`src/rtl/fazyrv_ifetch.sv`:
```
// fazyrv_ifetch: PC-strobed Wishbone-classic instruction fetch with valid/ready hold and flush.
// Define FAZYRV_IFETCH_TIMEOUT_EN to add the TIMEOUT_CYC bus-ack timeout and fetch_err_o pulse.
module fazyrv_ifetch #(
  parameter logic [31:0] RESET_INSTR = 32'h0000_0013,
  parameter int unsigned TIMEOUT_CYC = 255
) (
  input  logic        clk_i,
  input  logic        rst_in,
  input  logic [31:0] pc_i,
  input  logic        fetch_i,
  input  logic        flush_i,
  output logic        ibus_cyc_o,
  output logic [31:0] ibus_adr_o,
  input  logic        ibus_ack_i,
  input  logic [31:0] ibus_rdat_i,
  output logic [31:0] instr_o,
  output logic        instr_vld_o,
  input  logic        instr_rdy_i,
  output logic        busy_o,
  output logic        fetch_err_o
);
  typedef enum logic [1:0] {IDLE, REQ, HOLD} state_t;
  state_t state_q, state_d;
  logic cyc_q, cyc_d, vld_q, vld_d, disc_q, disc_d, err_q, err_d, launch, tout;
  logic [31:0] adr_q, adr_d, instr_q, instr_d;
  logic unused;
  assign unused = ^{pc_i[1:0], TIMEOUT_CYC};
`ifdef FAZYRV_IFETCH_TIMEOUT_EN
  logic [15:0] cnt_q, cnt_d;
  assign tout = state_q == REQ && !ibus_ack_i && cnt_q == 16'(TIMEOUT_CYC - 1);
  // counter is zero outside REQ and counts ack-less cycles while REQ persists
  assign cnt_d = (state_q == REQ && state_d == REQ) ? cnt_q + 16'd1 : 16'd0;
  always_ff @(posedge clk_i or negedge rst_in)
    if (!rst_in) cnt_q <= 16'd0;
    else cnt_q <= cnt_d;
`else
  assign tout = 1'b0;
`endif
  always_comb begin
    state_d = state_q;
    cyc_d = cyc_q;
    adr_d = adr_q;
    instr_d = instr_q;
    vld_d = vld_q;
    disc_d = disc_q;
    err_d = 1'b0;
    launch = 1'b0;
    case (state_q)
      IDLE: launch = fetch_i && !flush_i;
      REQ:
        if (ibus_ack_i) begin
          cyc_d = 1'b0;
          disc_d = 1'b0;
          state_d = (disc_q || flush_i) ? IDLE : HOLD;
          vld_d = !(disc_q || flush_i);
          instr_d = (disc_q || flush_i) ? instr_q : ibus_rdat_i;
        end else if (tout) begin
          cyc_d = 1'b0;
          err_d = 1'b1;
          disc_d = 1'b0;
          state_d = IDLE;
        end else if (flush_i) disc_d = 1'b1;
      HOLD:
        if (flush_i) begin
          vld_d = 1'b0;
          instr_d = RESET_INSTR;
          state_d = IDLE;
        end else if (instr_rdy_i) begin
          vld_d = 1'b0;
          state_d = IDLE;
          launch = fetch_i;
        end
      default: state_d = IDLE;
    endcase
    if (launch) begin
      state_d = REQ;
      cyc_d = 1'b1;
      adr_d = {pc_i[31:2], 2'b00};
    end
  end
  always_ff @(posedge clk_i or negedge rst_in)
    if (!rst_in) begin
      state_q <= IDLE;
      cyc_q <= 1'b0;
      adr_q <= 32'd0;
      instr_q <= RESET_INSTR;
      vld_q <= 1'b0;
      disc_q <= 1'b0;
      err_q <= 1'b0;
    end else begin
      state_q <= state_d;
      cyc_q <= cyc_d;
      adr_q <= adr_d;
      instr_q <= instr_d;
      vld_q <= vld_d;
      disc_q <= disc_d;
      err_q <= err_d;
    end
  assign ibus_cyc_o = cyc_q;
  assign ibus_adr_o = adr_q;
  assign instr_o = instr_q;
  assign instr_vld_o = vld_q;
  assign busy_o = state_q != IDLE;
  assign fetch_err_o = err_q;
endmodule

```
`config.mk`:
```
export PLATFORM = sky130hd
export DESIGN_NAME = fazyrv_ifetch
export DESIGN_NICKNAME = d
export VERILOG_FILES = /design/src/rtl/fazyrv_ifetch.sv
export SDC_FILE = /design/constraint.sdc
export NUM_CORES = 1
export LEC_CHECK = 0
export BUFFER_PORTS_ARGS = -buffer_cell sky130_fd_sc_hd__buf_2
export CAP_MARGIN = 5
export CORE_ASPECT_RATIO = 0.7
export CORE_MARGIN = 2
export CORE_UTILIZATION = 40
export DETAILED_ROUTE_END_ITERATION = 8
export PLACE_DENSITY = 0.7
export REMOVE_ABC_BUFFERS = 1
export SLEW_MARGIN = 20
export SYNTH_ARGS = -nofsm -noshare
export SYNTH_HDL_FRONTEND = slang
export SYNTH_SLANG_ARGS = --single-unit
```
`constraint.sdc`:
```
create_clock -name clk_i -period 2.52 [get_ports clk_i]
set_input_delay 0.504 -clock clk_i [delete_from_list [all_inputs] [get_ports clk_i]]
set_output_delay 0.504 -clock clk_i [all_outputs]
set_load 0.02 [all_outputs]
```
## Yosys cells after proc, flatten, opt, wreduce, memory -nomap -nowiden

Index checks and enable logic that the tools add are counted.

- Register bits: 67
- Latch bits: 0
- Memory bits (writable): 0
- Memory bits (read-only): 0
- Bits of input ports: 70
- Output and inout port bits: 68
- Word-level logic and storage cells: 52
- Memories kept: 0

- Add/subtract/negate cells: 0
- Multiply operators: 0
- Div/mod/pow operators: 0
- Magnitude comparators: 0
- Eq/ne operators: 9
- Shift-type cells: 0
- Multiplexer cells: 22
- Bitwise logic cells: 0
- Reduce and logical (&&, ||, !) cells: 15

Operators with widths:

| kind | count |
|---|---|
| $mux W32 | 3 |
| $pmux W32 S2 | 1 |
| $mux W1 | 10 |
| $mux W2 | 5 |
| $reduce_bool A2 Y1 | 5 |
| $ne A2 B2 Y1 const B | 4 |
| $ne A3 B3 Y1 const B | 2 |
| $pmux W2 S3 | 1 |
| $reduce_and A3 Y1 | 2 |
| $ne A4 B4 Y1 const B | 1 |
| $pmux W1 S2 | 2 |
| $reduce_and A2 Y1 | 2 |
| $reduce_and A4 Y1 | 1 |
| $eq A2 B1 Y1 const B | 1 |
| $eq A2 B2 Y1 const B | 1 |
| $logic_not A1 Y1 | 2 |
| $logic_not A2 Y1 | 1 |
| $logic_and A1 B1 Y1 | 1 |
| $logic_or A1 B1 Y1 | 1 |

## Longest topological paths before layout

Gate-level depths: netlist of run 1.

- Depth in word-level cells: 5
- Mapped depth: 6
- Depth with buffers taken out: 3

## Worst setup path before layout of run 1

Ideal clock, no wire load.

- Path type: input to register
- From: input port instr_rdy_i
- To: register adr_q[10] (netlist: ibus_adr_o[10])
- Setup time: 0.125 ns
- Arrival time: 1.355 ns
- Data required time: 2.395 ns
- Setup slack: 1.040 ns
- Stages on the path: 4
- Path buffers: 1
- Path through: nand2b_1 nand3_1 buf_2 mux2_2

- Cells in the longest elaborated chain, start to end: 3

RTL lines:

| what | line | source |
|---|---|---|
| start, declared | 18 | `input logic instr_rdy_i,` |
| $mux W1 | 68 | `end else if (instr_rdy_i) begin` |
| $mux W1 | 64 | `if (flush_i) begin` |
| $pmux W1 S2 | 48 | `case (state_q)` |
| end signal, assigned | 93 | `adr_q <= adr_d;` |
| end, declared | 25 | `logic [31:0] adr_q, adr_d, instr_q, instr_d;` |

Every way passes these cells.
A chain may end at the register's enable or synchronous reset.

## Final worst setup path of run 1

- From: register state_q[0]
- To: output port busy_o

- Cells in the longest elaborated chain, start to end: 1

RTL lines:

| what | line | source |
|---|---|---|
| start, declared | 23 | `state_t state_q, state_d;` |
| start signal, assigned | 91 | `state_q <= state_d;` |
| $reduce_bool A2 Y1 | 103 | `assign busy_o = state_q != IDLE;` |
| end, declared | 19 | `output logic busy_o,` |

Every way passes these cells.

==> results_dict.tcl, run 1 <==
set metrics [dict create \
    status "finished, final reports clean" \
    synth_cell_type_count 24 \
    synth_top_area_share_pct 56.74 \
    ys_warn_count 0 \
    clock_path_buffers 2 \
    cp.arrival_ns 1.30 \
    worst-setup-path-type "reg2out" \
    synth_top_cell_by_area "dfrtp_1" \
    comb_power_share_pct 36.4 \
    switching_share_pct 36.59 \
    synth-edff-count 0 \
    clock.fmax_mhz 555.0 \
    core_area_um2 6788 \
    rsz0062_at_grt "no" \
    synth_area_per_cell_um2 12.66 \
    start_kind "register" \
    ys_seq_elements 67 \
    critPathBufInv 1 \
    hold_viol 0 \
    overflow 0 \
    crit_family "flip-flops" \
    power.density_nw_per_um2 1075 \
    drc 0 \
    numClockSinks 67 \
    hold_ws_ns 0.1644 \
    dieArea_um2 7756 \
    p_int_uw 2533 \
    nets 428 \
    post_cts.repair.setup_buffers 0 \
    ys_seq_area_share_pct 59.53 \
    root_buffer "clkbuf_8" \
    cts_made_buffers 9 \
    drv_slew 0 \
    initial_core_util_pct 41.59 \
    yosysMostFrequentCell "dfrtp_1" \
    hpwlAfterDp_mm 4.076 \
    max_stage_delay_ns 0.48 \
    dp_slack_ns 0.6072 \
    synth_cells 223 \
    pwr-share-seq_pct 42.1 \
    portBuffers 132 \
    place.gp.congestion 0.7686 \
    setup_slack_ns 0.7181 \
    antenna_found_initial 0 \
    slew_headroom_pct 62.71 \
    wire_per_inst_um 12.69 \
    nFillCells 625 \
    ios 138 \
    drive_gt1_share_pct 52.34 \
    slowest_stage "dfrtp_1" \
    synth_area_um2 2823 \
    worstPathRequired_ns 2.02 \
    clkPwrFrac_pct 21.5 \
    antennaDiodeCount 0 \
    cap_violations 0 \
    worstMarginPinSlew_ns 0.5593 \
    clk_latency_ns 0.33 \
    worstSetupEndpointType "output port" \
    synth.area.top_cells "dfrtp_1 (57%), mux2_2 (13%), mux2i_1 (10%)" \
    path_clk_slew_ns 0.07 \
    timing.rr.start "state_q[0]$_DFFE_PN0P_" \
    min_period_over_period_pct 71.51 \
    synth_commonest_cells "dfrtp_1 (64), mux2_2 (33), nand2_1 (33)" \
    netSwitchingPower_uw 1462 \
    finClkSkew_ns 0.006080 \
    period_minus_slack_ns 1.802 \
    peakVddDrop_uv 473.7 \
    stdcell_count 457 \
    finalSetupViolCount 0 \
    async_flop_share_pct 100.0 \
    grt_max_degree 68 \
    worstPathMaxFanout 9 \
    grt_util_all_layers_pct 15.57 \
    die_w_um 104.4 \
    antenna_left 0 \
    fin_setup_tns_ns 0 \
    p_leak_uw 0.002210 \
    cts_tree "built" \
    vias 2045 \
    synth_ff_type "dfrtp_1" \
    grt_pass1_wl_mm 9.425 \
    cts_resized 0 \
    cp-startpoint "state_q[0]$_DFFE_PN0P_" \
    first_global_vias 2078 \
    hold_buffers 0 \
    drtIter0Drc 69 \
    routed_wl_mm 5.798 \
    rows 25 \
    die_y_um 74.29 \
    htreeDepth 3 \
    path_cells "or2_2 > buf_2" \
    hp-class "in2async" \
    synthToLayoutAreaGrowth_pct 31.69 \
    firstDrtPassIters 4 \
    viasPerCell 4.475 \
    dp.cells 441 \
]
-- worst reg2reg max path: stages (launching register included) --
cell and delay (ns):
dfrtp_1 0.51, nand3b_4 0.11, or3_2 0.42, buf_4 0.31, mux2_2 0.37
-- state kept, by name (all words and copies together), names as in the netlist --
name         count
ibus_cyc_o       1
instr_o         32
disc_q           1
instr_vld_o      1
state_q          2
ibus_adr_o      30
-- metrics by stage --
step                      area, µm²  util, %  power [µW]
after floorplan                2701        -        2597
after global placement         3523    51.91        3123
after detailed placement       3523    51.91        3181
after CTS                      3717    54.77        4067
after global routing           3717    54.77        4257
final                          3717    54.77        3995
-- path summary, 6_finish.rpt --
check	end	slack, ns	cells after the start
max in group asynchronous	instr_o[1]$_DFFE_PN1P_	2.05	2
hold / removal	instr_o[23]$_DFFE_PN0P_	0.16	2
hold reg to reg	ibus_adr_o[14]$_DFFE_PN0P_	0.50	1
min in group clk_i	instr_o[20]$_DFFE_PN0P_	0.39	3
setup / recovery	busy_o	0.72	2
setup reg to reg	instr_o[4]$_DFFE_PN1P_	0.73	4
-- cell families (layout without fill, tap and decap cells) --
kind of cell	Yosys count	count (layout)	synth area share (%)
other	1	3	0.1329
buffers and inverters	44	182	8.555
muxes	62	62	23.45
and+or+nand+nor	44	44	7.137
AOI/OAI and AO/OA	5	5	1.197
DFF	67	67	59.53
-- final cells by class --
type / count / area (µm²) / share of cell area, %
Tap cell: 94 / 117.6 / 3.164
Clock buffer: 11 / 141.4 / 3.803
Multi-Input combinational cell: 114 / 909.6 / 24.47
Timing Repair Buffer: 136 / 703.2 / 18.92
Clock inverter: 5 / 52.55 / 1.414
Sequential cell: 67 / 1680 / 45.20
Inverter: 30 / 112.6 / 3.029
-- placed cells by master (no fill, tap or decap) --
cell / count
clkbuf_1: 1
o311ai_0: 1
a31oi_1: 2
or2_2: 1
nand3b_1: 1
nand2_1: 33
nor2_1: 2
dfstp_2: 3
dfrtp_1: 64
conb_1: 3
mux2_2: 33
o31ai_1: 1
buf_2: 132
nand2b_1: 4
nand3_1: 1
mux2i_1: 29
buf_4: 3
clkinv_2: 3
clkbuf_8: 10
or3_2: 1
buf_12: 1
nand3b_4: 1
inv_1: 30
clkinvlp_4: 1
bufinv_16: 1
o21ai_0: 1
-- metal layers --
| layer | vias up | share of wire, % | global-route usage, % |
|---|---|---|---|
| met2 | 74 | 48 | 25.34 |
| met5 | - | 0 | 0 |
| met1 | 984 | 43 | 19.01 |
| li1 | 977 | - | - |
| met3 | 10 | 7.0 | 5.609 |
| met4 | 0 | 1.5 | 7.207 |
-- power groups by stage --
| stage | Combinational (µW) | Clock [µW] | Sequential (µW) |
|---|---|---|---|
| after global placement | 1450 | 0 | 1670 |
| after CTS | 1480 | 895 | 1690 |
| after detailed placement | 1490 | 0 | 1690 |
| final | 1460 | 858 | 1680 |
| after global routing | 1570 | 945 | 1740 |
| after floorplan | 413 | 0 | 2180 |
Note: power is estimated with default switching activity, not from simulation.
==> inputs of run 2 (changes only) <==
- PLACE_DENSITY: 0.7 -> 0.73
- clock period: 2.52 -> 1.6 ns (I/O delays scaled with it)
==> run 2 against run 1 <==
  * Combinational power rose by 62%
  * First-iteration DRC count fell by 12%
  * Highest routed layer unchanged
  * Design area rose by 4.6%
  * Critical path depth rose by 1
  * Critical path type unchanged
  * Hold slack improved by 0.047 ns
  * Largest cell class unchanged
==> results_dict.tcl, run 2 (synthesis results as in run 1) <==
set metrics [dict create \
    status "finished, final reports clean" \
    rrSetupSlack_ns 0.09 \
    hpwlAfterDp_mm 4.101 \
    overflow 0 \
    htreeDepth 3 \
    cts_tree "built" \
    max_stage_delay_ns 0.40 \
    root_buffer "clkbuf_8" \
    critPathMostFrequentCell "buf_6" \
    drive_gt1_share_pct 53.10 \
    drc 0 \
    initial_core_util_pct 41.59 \
    portBuffers 132 \
    drtIter0Drc 61 \
    ios 138 \
    dieArea_um2 7756 \
    grt_max_degree 68 \
    clock_path_buffers 2 \
    core_area_um2 6788 \
    wire_per_inst_um 12.82 \
    grt_util_all_layers_pct 15.18 \
    drv_slew 0 \
    path_cells "buf_6 > or2_4 > buf_6" \
    critPathBufInv 2 \
    worstPathRequired_ns 1.28 \
    antenna_found_initial 0 \
    worstPathMaxFanout 2 \
    rows 25 \
    hold_ws_ns 0.2112 \
    finalSetupViolCount 0 \
    nFillCells 594 \
    min_period_over_period_pct 95.40 \
    routed_wl_mm 5.961 \
    viasPerCell 4.475 \
    clk_latency_ns 0.33 \
    fin_setup_tns_ns 0 \
    numClockSinks 67 \
    worstSetupEndpointType "output port" \
    peakVddDrop_uv 797.5 \
    die_y_um 74.29 \
    vias 2081 \
    power.density_nw_per_um2 1688 \
    cp.arrival_ns 1.21 \
    setup_slack_ns 0.07362 \
    p_leak_uw 0.002295 \
    synthToLayoutAreaGrowth_pct 37.77 \
    cap_violations 0 \
    slowest_stage "dfrtp_1" \
    grt_pass1_wl_mm 9.204 \
    mostFrequentLayoutCells "buf_2 (131), dfrtp_1 (64), mux2_2 (33), nand2_1 (33), inv_1 (30)" \
    total_power_uw 6565 \
    hp-class "in2reg" \
    largest_register_ffs 32 \
    hold_viol 0 \
    antenna_left 0 \
    period_minus_slack_ns 1.526 \
    worst-setup-path-type "reg2out" \
    rsz0062_at_grt "no" \
    mostFrequentLayoutCell "buf_2" \
    finClkSkew_ns 0.005550 \
    nets 436 \
    clock.fmax_mhz 655.1 \
    first_global_vias 1977 \
    place.gp.congestion 0.7593 \
    path_clk_slew_ns 0.07 \
    die_w_um 104.4 \
    dp_slack_ns 0.02649 \
    start_kind "register" \
    crit_family "flip-flops" \
    cts_made_buffers 9 \
    antennaDiodeCount 0 \
    firstDrtPassIters 4 \
]
==> run 2: report_power, final <==
part	total [µW]	internal (µW)	switching, µW
clock	1570	961	606
combinational	2360	943	1420
sequential	2640	2340	299
total	6570	4240	2320
==> run 2: metrics by stage <==
step	instance area [µm²]	std cells	util, %
after floorplan	2701	211	-
after global placement	3591	445	52.90
after detailed placement	3591	445	52.90
after CTS	3860	464	56.87
after global routing	3889	465	57.29
final	3889	465	57.29
==> run 2: worst paths after layout <==
kind / from / end / cells past startpoint
worst max-delay path: state_q[1]$_DFFE_PN0P_ / busy_o / 3
worst min-delay path: ibus_rdat_i[17] / instr_o[17]$_DFFE_PN0P_ / 3
worst max register to register: state_q[1]$_DFFE_PN0P_ / ibus_adr_o[18]$_DFFE_PN0P_ / 6
worst min register to register: ibus_cyc_o$_DFFE_PN0P_ / ibus_cyc_o$_DFFE_PN0P_ / 2
max in group asynchronous: rst_in / instr_o[0]$_DFFE_PN1P_ / 3
min in group asynchronous: rst_in / instr_o[18]$_DFFE_PN0P_ / 3
==> run 2: worst register-to-register path, delay by kind of cell (launching register included) <==
kind                   cells  cell delay [ns]
buffers and inverters      3             0.43
multiplexers               1             0.38
flip-flops                 1             0.37
AND/OR/NAND/NOR            2             0.22
==> run 2: repair_timing <==
action,4_1_cts,5_1_grt
pin swaps,0,0
gates cloned,0,1
hold buffers,1,0
resized for setup,5,1
setup endpoints to repair,1,3
setup buffers,2,0
endpoints found under the hold margin,2,0
==> run 2: layer usage <==
layer | routed length (µm) | track usage, %
met5 | 0 | 0
met1 | 2571 | 18.61
met2 | 2878 | 24.62
met4 | 86 | 6.907
met3 | 424 | 5.521
==> run 2: area by class of cell <==
type                            count  area (µm²)  area share [%]
Sequential cell                    67        1680           43.21
Multi-Input combinational cell    114       915.9           23.55
Timing Repair Buffer              144       834.6           21.46
Clock buffer                       12       155.1           3.990
Tap cell                           94       117.6           3.024
Inverter                           30       112.6           2.896
Clock inverter                      4       72.57           1.866
==> inputs of run 3 (changes only) <==
- ABC_AREA: default -> 1
- PLACE_DENSITY: 0.73 -> 0.74
==> run 3 against run 2 <==
  * Hold slack got worse by 0.028 ns
  * Final cell count rose by 15%
  * Non-clock buffer count fell by 7
  * Via count rose by 9.0%
  * Register-to-register slack improved by 0.11 ns
  * Core utilization fell by 0.058 points
==> results_dict.tcl, run 3 <==
set metrics [dict create \
    status "finished, final reports clean" \
    clk_latency_ns 0.33 \
    synth.area.top_cells "dfrtp_1 (60%), nand2_1 (20%), inv_1 (5.3%)" \
    nets 510 \
    viasPerCell 4.233 \
    initial_core_util_pct 42.10 \
    overflow 0 \
    switching_share_pct 35.55 \
    synthToLayoutAreaGrowth_pct 35.95 \
    p_leak_uw 0.002219 \
    worst-setup-path-type "reg2out" \
    cts_made_buffers 9 \
    synth_top_cell_by_area "dfrtp_1" \
    vias 2269 \
    yosysMostFrequentCell "nand2_1" \
    synth-edff-count 0 \
    start_kind "register" \
    peakVddDrop_uv 571.0 \
    async_flop_share_pct 100.0 \
    finalSetupViolCount 0 \
    place.gp.congestion 0.8410 \
    mostFrequentLayoutCells "nand2_1 (140), buf_2 (132), dfrtp_1 (64)" \
    clock.fmax_mhz 715.5 \
    min_period_over_period_pct 87.36 \
    dp_slack_ns 0.1260 \
    setup_slack_ns 0.2023 \
    htreeDepth 3 \
    die_w_um 101.8 \
    antennaDiodeCount 0 \
    largest_register_ffs 32 \
    synth_area_um2 2680 \
    portBuffers 132 \
    final_util_pct 57.23 \
    comb_power_share_pct 30.2 \
    pwr-share-seq_pct 44.1 \
    ios 138 \
    clock_path_buffers 2 \
    synth_top_area_share_pct 59.76 \
    synth_ff_type "dfrtp_1" \
    synth_area_per_cell_um2 8.787 \
    antenna_found_initial 0 \
    drv_slew 0 \
    dp.cells 519 \
    hp-class "in2reg" \
    worstSetupEndpointType "output port" \
    rows 24 \
    grt_util_all_layers_pct 17.41 \
    ys_warn_count 0 \
    dieArea_um2 7382 \
    first_global_vias 2219 \
    ys_seq_area_share_pct 62.70 \
    stdcell_count 536 \
    hpwlAfterDp_mm 4.201 \
    drtIter0Drc 61 \
    worstPathMaxFanout 6 \
    mostFrequentLayoutCell "nand2_1" \
    hold_viol 0 \
    synth_commonest_cells "nand2_1 (140), dfrtp_1 (64), inv_1 (38)" \
    nFillCells 614 \
    path_clk_slew_ns 0.07 \
    grt_pass1_wl_mm 9.970 \
    cap_violations 0 \
    multi_input_area_um2 765.7 \
    antenna_left 0 \
    finClkSkew_ns 0.006514 \
    synth_cells 305 \
    clkPwrFrac_pct 25.7 \
    wire_per_inst_um 11.18 \
    core_area_um2 6366 \
    cp.arrival_ns 1.08 \
    cts_tree "built" \
    drive_gt1_share_pct 35.51 \
    numClockSinks 67 \
    worstPathRequired_ns 1.28 \
    netSwitchingPower_uw 1906 \
    die_y_um 72.49 \
    drc 0 \
    routed_wl_mm 5.991 \
    firstDrtPassIters 4 \
    power.density_nw_per_um2 1472 \
    grt_max_degree 68 \
    period_minus_slack_ns 1.398 \
    root_buffer "clkbuf_8" \
    ys_seq_elements 67 \
    p_int_uw 3456 \
    fin_setup_tns_ns 0 \
    hold_ws_ns 0.1828 \
    synth_cell_type_count 18 \
    rsz0062_at_grt "no" \
    final-seq-area_um2 1680 \
]
## run 3: cell types whose count changed after synthesis, moves of 2 or more
cell      delta
nand2b_1     -4
inv_1        +8
nand4_1      +3
o21ai_0     +23
clkbuf_1     +2
nand2_1    +107
buf_12       -2
mux2i_1     -29
nand3_2      +2
a31oi_1      -2
o21ai_1      +7
mux2_2      -33
## run 3: layer usage
| layer | share of wire, % | global-route usage, % | wire length [µm] | up-vias |
|---|---|---|---|---|
| met3 | 6.2 | 6.262 | 374 | 6 |
| met1 | 45 | 20.69 | 2720 | 1003 |
| met5 | 0 | 0 | 0 | - |
| met2 | 47 | 28.51 | 2834 | 82 |
| met4 | 1.0 | 8.000 | 61 | 0 |
| li1 | - | - | - | 1178 |
## run 3: cell families (layout without fill, tap and decap cells)
kind of cell    count (synthesis)  in the layout  share of synthesized area, %
compound gates                 32             32                         5.976
buf+inv                        54            192                         9.103
other cells                     1              3                        0.1399
simple gates                  151            151                         22.08
flops                          67             67                         62.70
## run 3: final timing paths
check / startpoint / end / slack (ns) / depth (start not counted)
max: state_q[1]$_DFFE_PN0P_ / busy_o / 0.20 / 3
min: ibus_rdat_i[2] / instr_o[2]$_DFFE_PN0P_ / 0.18 / 3
max reg2reg: state_q[1]$_DFFE_PN0P_ / instr_o[21]$_DFFE_PN0P_ / 0.20 / 7
min reg2reg: instr_o[4]$_DFFE_PN1P_ / instr_o[4]$_DFFE_PN1P_ / 0.47 / 2
max in group asynchronous: rst_in / instr_o[0]$_DFFE_PN1P_ / 0.74 / 3
min in group asynchronous: rst_in / ibus_adr_o[29]$_DFFE_PN0P_ / 0.52 / 3
## run 3: critical path, cell delays in order (launching register included)
cell	delay, ns
dfrtp_1	0.44
inv_2	0.09
nand2_1	0.06
buf_2	0.16
## run 3: power groups by stage
stage / combinational (µW) / sequential (µW) / clock (µW)
2_1_floorplan: 417 / 2920 / 0
3_3_place_gp: 1610 / 2370 / 0
3_5_place_dp: 1650 / 2390 / 0
4_1_cts: 1650 / 2370 / 1430
5_1_grt: 1800 / 2420 / 1500
6_report: 1620 / 2370 / 1380
## run 3: cell type report
| cell class | count | area share (%) |
|---|---|---|
| Clock buffer | 12 | 3.984 |
| Clock inverter | 4 | 1.374 |
| Inverter | 39 | 4.018 |
| Multi-Input combinational cell | 186 | 21.02 |
| Sequential cell | 67 | 46.12 |
| Tap cell | 91 | 3.125 |
| Timing Repair Buffer | 137 | 20.36 |
## run 3: repair_timing
action | CTS | global route
setup endpoints to repair | 0 | 15
setup buffers | 0 | 0
gates resized for setup | 0 | 1
endpoints found under the hold margin | 4 | 0
hold buffers | 1 | 0
## run 3: metrics by stage
stage	area (µm²)	total power, µW
6_report	3643	5362
5_1_grt	3643	5708
4_1_cts	3640	5450
3_5_place_dp	3435	4035
3_3_place_gp	3435	3980
2_1_floorplan	2590	3332
